<file path="config.mk">
export PLATFORM = sky130hd
export DESIGN_NAME = dl_demux32_reg
export DESIGN_NICKNAME = d
export VERILOG_FILES = /design/src/rtl/dl_demux32_reg.sv
export SDC_FILE = /design/constraint.sdc
export NUM_CORES = 1
export LEC_CHECK = 0
export BUFFER_PORTS_ARGS = -buffer_cell sky130_fd_sc_hd__buf_2
export CORE_AREA = 2 2 429 431
export DETAILED_ROUTE_END_ITERATION = 12
export DIE_AREA = 0 0 431 433
export MAX_ROUTING_LAYER = met4
export PLACE_DENSITY = 0.38
export SYNTH_ARGS = -nofsm -noshare
export SYNTH_HDL_FRONTEND = slang
export SYNTH_SLANG_ARGS = --single-unit
</file>
<file path="constraint.sdc">
create_clock -name clk -period 7.2 [get_ports clk]
set_input_delay 1.44 -clock clk [delete_from_list [all_inputs] [get_ports clk]]
set_output_delay 1.44 -clock clk [all_outputs]
set_load 0.02 [all_outputs]
</file>
<file path="src/rtl/dl_demux32_reg.sv">
// Registered 1-to-32 demultiplexer bank: steers one write word into one of 32
// holding registers and presents all entries with valid flags and a valid count.
module dl_demux32_reg #(
    parameter int NUM_BITS    = 32,
    parameter int ZERO_ENTRY0 = 0
) (
    input  logic                clk,
    input  logic                rst,
    input  logic [NUM_BITS-1:0] in,
    input  logic [4:0]          sel,
    input  logic                we,
    input  logic                clr,
    output logic [NUM_BITS-1:0] out0,
    output logic [NUM_BITS-1:0] out1,
    output logic [NUM_BITS-1:0] out2,
    output logic [NUM_BITS-1:0] out3,
    output logic [NUM_BITS-1:0] out4,
    output logic [NUM_BITS-1:0] out5,
    output logic [NUM_BITS-1:0] out6,
    output logic [NUM_BITS-1:0] out7,
    output logic [NUM_BITS-1:0] out8,
    output logic [NUM_BITS-1:0] out9,
    output logic [NUM_BITS-1:0] out10,
    output logic [NUM_BITS-1:0] out11,
    output logic [NUM_BITS-1:0] out12,
    output logic [NUM_BITS-1:0] out13,
    output logic [NUM_BITS-1:0] out14,
    output logic [NUM_BITS-1:0] out15,
    output logic [NUM_BITS-1:0] out16,
    output logic [NUM_BITS-1:0] out17,
    output logic [NUM_BITS-1:0] out18,
    output logic [NUM_BITS-1:0] out19,
    output logic [NUM_BITS-1:0] out20,
    output logic [NUM_BITS-1:0] out21,
    output logic [NUM_BITS-1:0] out22,
    output logic [NUM_BITS-1:0] out23,
    output logic [NUM_BITS-1:0] out24,
    output logic [NUM_BITS-1:0] out25,
    output logic [NUM_BITS-1:0] out26,
    output logic [NUM_BITS-1:0] out27,
    output logic [NUM_BITS-1:0] out28,
    output logic [NUM_BITS-1:0] out29,
    output logic [NUM_BITS-1:0] out30,
    output logic [NUM_BITS-1:0] out31,
    output logic [31:0]         vld,
    output logic [5:0]          num_vld
);

    localparam bit ZE = (ZERO_ENTRY0 != 0);

    logic [NUM_BITS-1:0] mem [32];
    logic [31:0]         vld_q;
    logic [31:0]         vld_next;
    logic [31:0]         vld_rst;
    logic [5:0]          num_q;
    logic [5:0]          cnt_next;
    logic                wr_ok;

    // A hardwired entry 0 is permanently valid, so it survives reset and clear.
    assign vld_rst = {31'b0, ZE};
    assign wr_ok   = we && !(ZE && (sel == 5'd0));

    // Count is taken from the next-state flags so it can never lag vld.
    always_comb begin
        vld_next = clr ? vld_rst : vld_q;
        if (wr_ok) begin
            vld_next[sel] = 1'b1;
        end
        cnt_next = '0;
        for (int i = 0; i < 32; i++) begin
            cnt_next = cnt_next + {5'b0, vld_next[i]};
        end
    end

    always_ff @(posedge clk) begin
        if (rst) begin
            vld_q <= vld_rst;
            num_q <= {5'b0, ZE};
            for (int i = 0; i < 32; i++) begin
                mem[i] <= '0;
            end
        end else begin
            vld_q <= vld_next;
            num_q <= cnt_next;
            // Write wins over clear for the selected entry: clear first, then write.
            for (int i = 0; i < 32; i++) begin
                if (wr_ok && (sel == 5'(i))) begin
                    mem[i] <= in;
                end else if (clr) begin
                    mem[i] <= '0;
                end
            end
        end
    end

    assign vld     = vld_q;
    assign num_vld = num_q;

    assign out0  = mem[0];
    assign out1  = mem[1];
    assign out2  = mem[2];
    assign out3  = mem[3];
    assign out4  = mem[4];
    assign out5  = mem[5];
    assign out6  = mem[6];
    assign out7  = mem[7];
    assign out8  = mem[8];
    assign out9  = mem[9];
    assign out10 = mem[10];
    assign out11 = mem[11];
    assign out12 = mem[12];
    assign out13 = mem[13];
    assign out14 = mem[14];
    assign out15 = mem[15];
    assign out16 = mem[16];
    assign out17 = mem[17];
    assign out18 = mem[18];
    assign out19 = mem[19];
    assign out20 = mem[20];
    assign out21 = mem[21];
    assign out22 = mem[22];
    assign out23 = mem[23];
    assign out24 = mem[24];
    assign out25 = mem[25];
    assign out26 = mem[26];
    assign out27 = mem[27];
    assign out28 = mem[28];
    assign out29 = mem[29];
    assign out30 = mem[30];
    assign out31 = mem[31];

endmodule

</file>
---- Word level (Yosys, flattened, before mapping) ----
Memory sizes are Yosys's and may differ from the RTL's.
Index checks and enable logic that the tools add are counted.
operators by class
  multipliers ............................. 0
  reduce and logical (&&, ||, !) cells .... 34
  order comparisons ....................... 2
  divide/modulo/power cells ............... 0
  multiplexer cells ....................... 263
  add/sub/neg operators ................... 31
  equality and inequality tests ........... 31
  shift-type cells ........................ 0
  bitwise operators ....................... 65
operators by type and width
  kind                  count
  $mux W32              66
  $mux W1               196
  $add A6 B1 Y6         26
  $eq A5 B5 Y1 const B  16
  $or A1 B1 Y1          64
  $eq A5 B4 Y1 const B  8
  $logic_and A1 B1 Y1   33
  $or A32 B32 Y32       1
  $eq A5 B3 Y1 const B  4
  $eq A5 B2 Y1 const B  2
  $add A5 B1 Y6         1
  $lt A5 B6 Y1 const B  1
  $add A4 B1 Y5         1
  $demux W1 S5          1
  $eq A5 B1 Y1 const B  1
  $ge A5 B1 Y1 const B  1
  $logic_not A5 Y1      1
  $add A3 B1 Y4         1
  $add A2 B1 Y3         1
  $add A1 B1 Y2         1
word-level totals
  bits of input ports ..................... 41
  memories ................................ 1
  ROM bits ................................ 0
  output and inout bits ................... 1062
  latch bits .............................. 0
  flip-flop bits (word level) ............. 38
  RAM bits ................................ 1024
  logic and storage cells ................. 429
memories
  memory  words  bits a word  rd ports  clocked after memory_dff  wr ports  RTL line  source
  mem     32     32           32        0                         32        51        logic [NUM_BITS-1:0] mem [32];

---- Logic depth before layout (Yosys ltp) ----
  depth after elaboration ................. 37
  depth in mapped cells ................... 21
  depth with buffers taken out ............ 19

---- Least setup slack after synthesis ----
Ideal clock, no wire load.
  path type ............................... input-to-reg
  start point ............................. input sel[1]
  end point ............................... register num_q[4], in the netlist num_vld[4]
  setup slack ............................. 0.672 ns
  library setup time ...................... 0.072 ns
  cell stages on the path ................. 20
  path buffers ............................ 3
  arrival ................................. 6.456 ns
  cell sequence ........................... and2_1 clkbuf_1 buf_2 nand2_1 buf_2 nand2_1 fa_1 fa_1 fa_1 fa_1 inv_1 fa_1 fa_1 inv_1 ha_1 inv_1 fa_1 nand2b_1 a21oi_1 mux2i_1
between the ends
  elaborated cells between the ends (all ways) .. 38
RTL lines
  item                                                                RTL line  source
  start, declared                                                     10        input logic [4:0] sel,
  $lt A5 B6 Y1 (implied by the code) or $ge A5 B1 Y1 (tied branches)  67        vld_next[sel] = 1'b1;
  $logic_and A1 B1 Y1 (implied by the code)                           67
  $mux W1 (implied by the code)                                       67
  $demux W1 S5 *                                                      67
  $or A32 B32 Y32 (no line) *                                         --
  $mux W32 *                                                          66        if (wr_ok) begin
  named net vld_next[11]                                              53        logic [31:0] vld_next;
  $add A6 B1 Y6 * (21 in series)                                      71        cnt_next = cnt_next + {5'b0, vld_next[i]};
  end signal, assigned                                                78        num_q <= {5'b0, ZE};
  end signal, assigned                                                84        num_q <= cnt_next;
  end, declared                                                       55        logic [5:0] num_q;
The timed path passes the listed nets; every way through them passes the cells marked *.
A chain may end at the register's enable or synchronous reset.

---- Worst setup path after layout ----
  start point ............................. input sel[0]
  end point ............................... register num_q[4], in the netlist num_vld[4]
between the ends
  cells in the longest elaborated chain, start to end .. 37
  elaborated cells between the ends (all ways) .. 38
ends and longest elaborated chain
  item                                                                RTL line
  $lt A5 B6 Y1 (implied by the code) or $ge A5 B1 Y1 (tied branches)  67
  $logic_and A1 B1 Y1 (implied by the code)                           67
  $mux W1 (implied by the code)                                       67
  $demux W1 S5 *                                                      67
  $or A32 B32 Y32 (no line) *                                         --
  $mux W32 *                                                          66
  $add A1 B1 Y2                                                       71
  $add A2 B1 Y3                                                       71
  $add A3 B1 Y4                                                       71
  $add A4 B1 Y5                                                       71
  $add A5 B1 Y6                                                       71
  $add A6 B1 Y6 (25 in series)                                        71
  $add A6 B1 Y6 *                                                     71
Mark *: on every way between the ends. The rest lies on a longest branch, timed or not.

==> impl_metrics.json <==
{
  "run_status": "complete, no violations",
  "clkTransAtPathRegs_ns": 0.06,
  "largest_cells_by_area_after_synthesis": "sky130_fd_sc_hd__edfxtp_1, sky130_fd_sc_hd__nor2_1, sky130_fd_sc_hd__dfxtp_1",
  "grt_max_degree": 72,
  "detail_route.vias_per_cell": 4.17,
  "route.detailed.drc": 0,
  "finClkSkew_ns": 0.0186,
  "cts_made_buffers": 121,
  "hold_path_class": "reg2reg",
  "vias": 25769,
  "initialDrtViolationCount": 2123,
  "final-hold-violation-count": 0,
  "largest_voltage_drop_on_the_vdd_net_mv": 0.197,
  "cts_tree": "yes",
  "timing.setup.critical_path_class": "in2reg",
  "vias_in_the_first_global_route": 25128,
  "cts_root_buffer": "sky130_fd_sc_hd__clkbuf_16",
  "r2r_setup_slack_ns": 2.10,
  "detail_route.wl_per_cell_um": 30.4,
  "postRouteWirelength_um": 188000,
  "finish.net_count": 3762,
  "post-synth-top-area-fraction": 0.805,
  "die_area_mm2": 0.187,
  "crit_share_post_route": 0.826,
  "grt_pass1_wl_um": 241000,
  "clkLatencyLatePin_ns": 0.79,
  "postCtsSetupBuffers": 0,
  "regToRegEndpoint": "num_vld[4]",
  "buffer_ports.inserted": 1102,
  "ioPinCount": 1103,
  "clock_sink_count": 1062,
  "path_max_fanout": 8,
  "most_frequent_cell_after_synthesis": "sky130_fd_sc_hd__nor2_1",
  "area_growth_syn_to_layout_pct": 32.4,
  "clk_path_buf_depth": 3,
  "sum_of_overflow_across_all_layers_after_global_routing": 0,
  "placement_rows": 157,
  "edff_count_synth": 1024,
  "worst_reg_to_reg_cells": 17,
  "finish.instance_area_mm2": 0.0505,
  "cap_viol_max_count": 0,
  "design_power_total_w": 0.0150,
  "powerDensity_mw_per_mm2": 297,
  "crit_arrival_ns": 6.66,
  "ys_warn_count": 0,
  "synth_area_per_cell_um2": 14.7,
  "synth_largest_area_cell": "sky130_fd_sc_hd__edfxtp_1",
  "die_h_um": 433,
  "floorplan.die.width_um": 431,
  "htree_levels": 3,
  "start_util": 0.210,
  "postSynth.topFlopCell": "sky130_fd_sc_hd__edfxtp_1",
  "antenna_violations_before_repair": 22,
  "max_slew.worst_pin.slew_ns": 1.17,
  "placeableCoreArea_mm2": 0.182,
  "synth_top_cells_by_count": "sky130_fd_sc_hd__nor2_1, sky130_fd_sc_hd__edfxtp_1, sky130_fd_sc_hd__clkbuf_1",
  "dpl.hpwl_um": 123000,
  "place_area_mm2": 0.0468,
  "worstSetupEndpointType": "register",
  "achievable-frequency_ghz": 0.168,
  "first_pass_iters": 5,
  "post_route_cells_drive_above_1_share": 0.383,
  "cts_hold_buffers": 0,
  "netlist_area_mm2": 0.0382,
  "power_leakage_nw": 21.2,
  "critPathLaunchType": "input port",
  "grt.total_usage": 0.199,
  "synthDistinctLibCells": 29,
  "setup_total_negative_slack_ns": 0,
  "post_synthesis_net_count": 2664,
  "critical_path.endpoint": "num_vld[4]",
  "postSynthRegisterBits": 1062,
  "slew_violations": 0,
  "grt_setup_unrepaired": "false",
  "crit-reg2reg-launch": "vld[0]",
  "worstSetupStartpoint": "sel[0]",
  "synthesis.instances": 2592,
  "final-setup-viol-count": 0,
  "period_needed_ns": 5.95,
  "timing.critical_path.required_ns": 7.91,
  "drt.antenna.violating_nets": 0,
  "post_cts_sizing_count": 0,
  "worst_slew_margin_rel": 0.218,
  "replace_congestion": 0.772,
  "share_of_the_yosys_chip_area_belonging_to_registers": 0.825,
  "synth_async_sr_flop_share": 0
}
## logic make-up after synthesis
group | count (synthesis) | synth area share
mux | 1 | 0.000262
simple gates | 1208 | 0.125
flops | 1062 | 0.825
compound gates | 50 | 0.00806
fa+ha+maj | 31 | 0.0149
buf+inv | 239 | 0.0259
xor+xnor | 1 | 0.000229
## registers in the layout, indices dropped and copies added, names as in the netlist
name / flops
vld: 32
num_vld: 6
mem: 1024
## per-stage QoR
step	cells	util	hold slack [ns]	setup WS, ns
after floorplan	2592	-	0.572	0.672
after global placement	5952	0.257	0.494	0.460
after detailed placement	5952	0.257	0.493	0.401
after CTS	6175	0.277	0.509	1.27
after global routing	6181	0.278	0.539	0.914
final	6181	0.278	0.506	1.25
## layout by cell type (no fill, tap or decap), types with 2 or more instances in the layout
cell type	Yosys	layout
sky130_fd_sc_hd__a21boi_4	0	13
sky130_fd_sc_hd__a21oi_1	34	34
sky130_fd_sc_hd__and4b_1	3	3
sky130_fd_sc_hd__and4bb_2	2	2
sky130_fd_sc_hd__buf_2	73	1101
sky130_fd_sc_hd__buf_4	0	94
sky130_fd_sc_hd__bufinv_16	0	6
sky130_fd_sc_hd__clkbuf_1	132	32
sky130_fd_sc_hd__clkbuf_16	0	121
sky130_fd_sc_hd__clkinv_1	0	26
sky130_fd_sc_hd__clkinv_2	0	23
sky130_fd_sc_hd__clkinv_8	0	3
sky130_fd_sc_hd__clkinvlp_4	0	3
sky130_fd_sc_hd__dfxtp_1	38	38
sky130_fd_sc_hd__diode_2	0	6
sky130_fd_sc_hd__edfxtp_1	1024	1024
sky130_fd_sc_hd__fa_1	24	24
sky130_fd_sc_hd__ha_1	7	7
sky130_fd_sc_hd__inv_1	19	19
sky130_fd_sc_hd__inv_6	0	6
sky130_fd_sc_hd__nand2_1	84	47
sky130_fd_sc_hd__nand2_2	0	37
sky130_fd_sc_hd__nand2b_1	54	22
sky130_fd_sc_hd__nand2b_2	0	29
sky130_fd_sc_hd__nand2b_4	0	3
sky130_fd_sc_hd__nor2_1	1042	1040
sky130_fd_sc_hd__nor2b_1	15	13
sky130_fd_sc_hd__nor2b_2	0	2
## area by class of cell
| cell class | instances | area, um^2 |
|---|---|---|
| antenna | 6 | 15.0 |
| clock buffer | 153 | 3150 |
| clock inverter | 70 | 576 |
| fill | 18923 | 132000 |
| inverter | 19 | 71.3 |
| multi-input combinational | 1291 | 6020 |
| sequential | 1062 | 31500 |
| tap | 2385 | 2980 |
| timing repair buffer | 1195 | 6220 |
## critical path, stage by stage
cell,delay [ns]
sky130_fd_sc_hd__buf_2,0.12
sky130_fd_sc_hd__and2_1,0.40
sky130_fd_sc_hd__buf_4,0.26
sky130_fd_sc_hd__a21oi_1,0.12
sky130_fd_sc_hd__fa_1,0.52
sky130_fd_sc_hd__fa_1,0.50
sky130_fd_sc_hd__inv_1,0.06
sky130_fd_sc_hd__fa_1,0.48
sky130_fd_sc_hd__fa_1,0.49
sky130_fd_sc_hd__inv_1,0.05
sky130_fd_sc_hd__fa_1,0.56
sky130_fd_sc_hd__fa_1,0.41
sky130_fd_sc_hd__inv_1,0.07
sky130_fd_sc_hd__ha_1,0.17
sky130_fd_sc_hd__inv_1,0.06
sky130_fd_sc_hd__fa_1,0.39
sky130_fd_sc_hd__nand2b_1,0.16
sky130_fd_sc_hd__a21oi_1,0.17
sky130_fd_sc_hd__mux2i_1,0.20
## worst min-delay path by stage
stage                        from      end  slack [ns]  cells after the start
final                     vld[19]  vld[19]        0.51                      2
after global routing       vld[5]   vld[5]        0.54                      2
after CTS                 vld[15]  vld[15]        0.51                      2
after detailed placement  vld[30]  vld[30]        0.49                      2
after global placement     vld[5]   vld[5]        0.49                      2
after floorplan           vld[11]  vld[11]        0.57                      2
## report_power, final
group	internal (W)	leakage (nW)	switching (W)	total [W]
sequential	0.00719	11.4	0.000104	0.00729
clock	0.00330	1.82	0.00269	0.00599
combinational	0.000366	8.00	0.00137	0.00174
total	0.0109	21.2	0.00416	0.0150
## routing by layer
metal  GRT usage  wire [um]  vias up  part of all wire
met1       0.219      69800    13503              0.37
li1            -          -    11011                 -
met3      0.0498      12700      244             0.068
met5           -          0        -                 0
met4      0.0702       6290        0             0.034
met2       0.349      98800     1011              0.53
(Power assumes the default switching activity.)
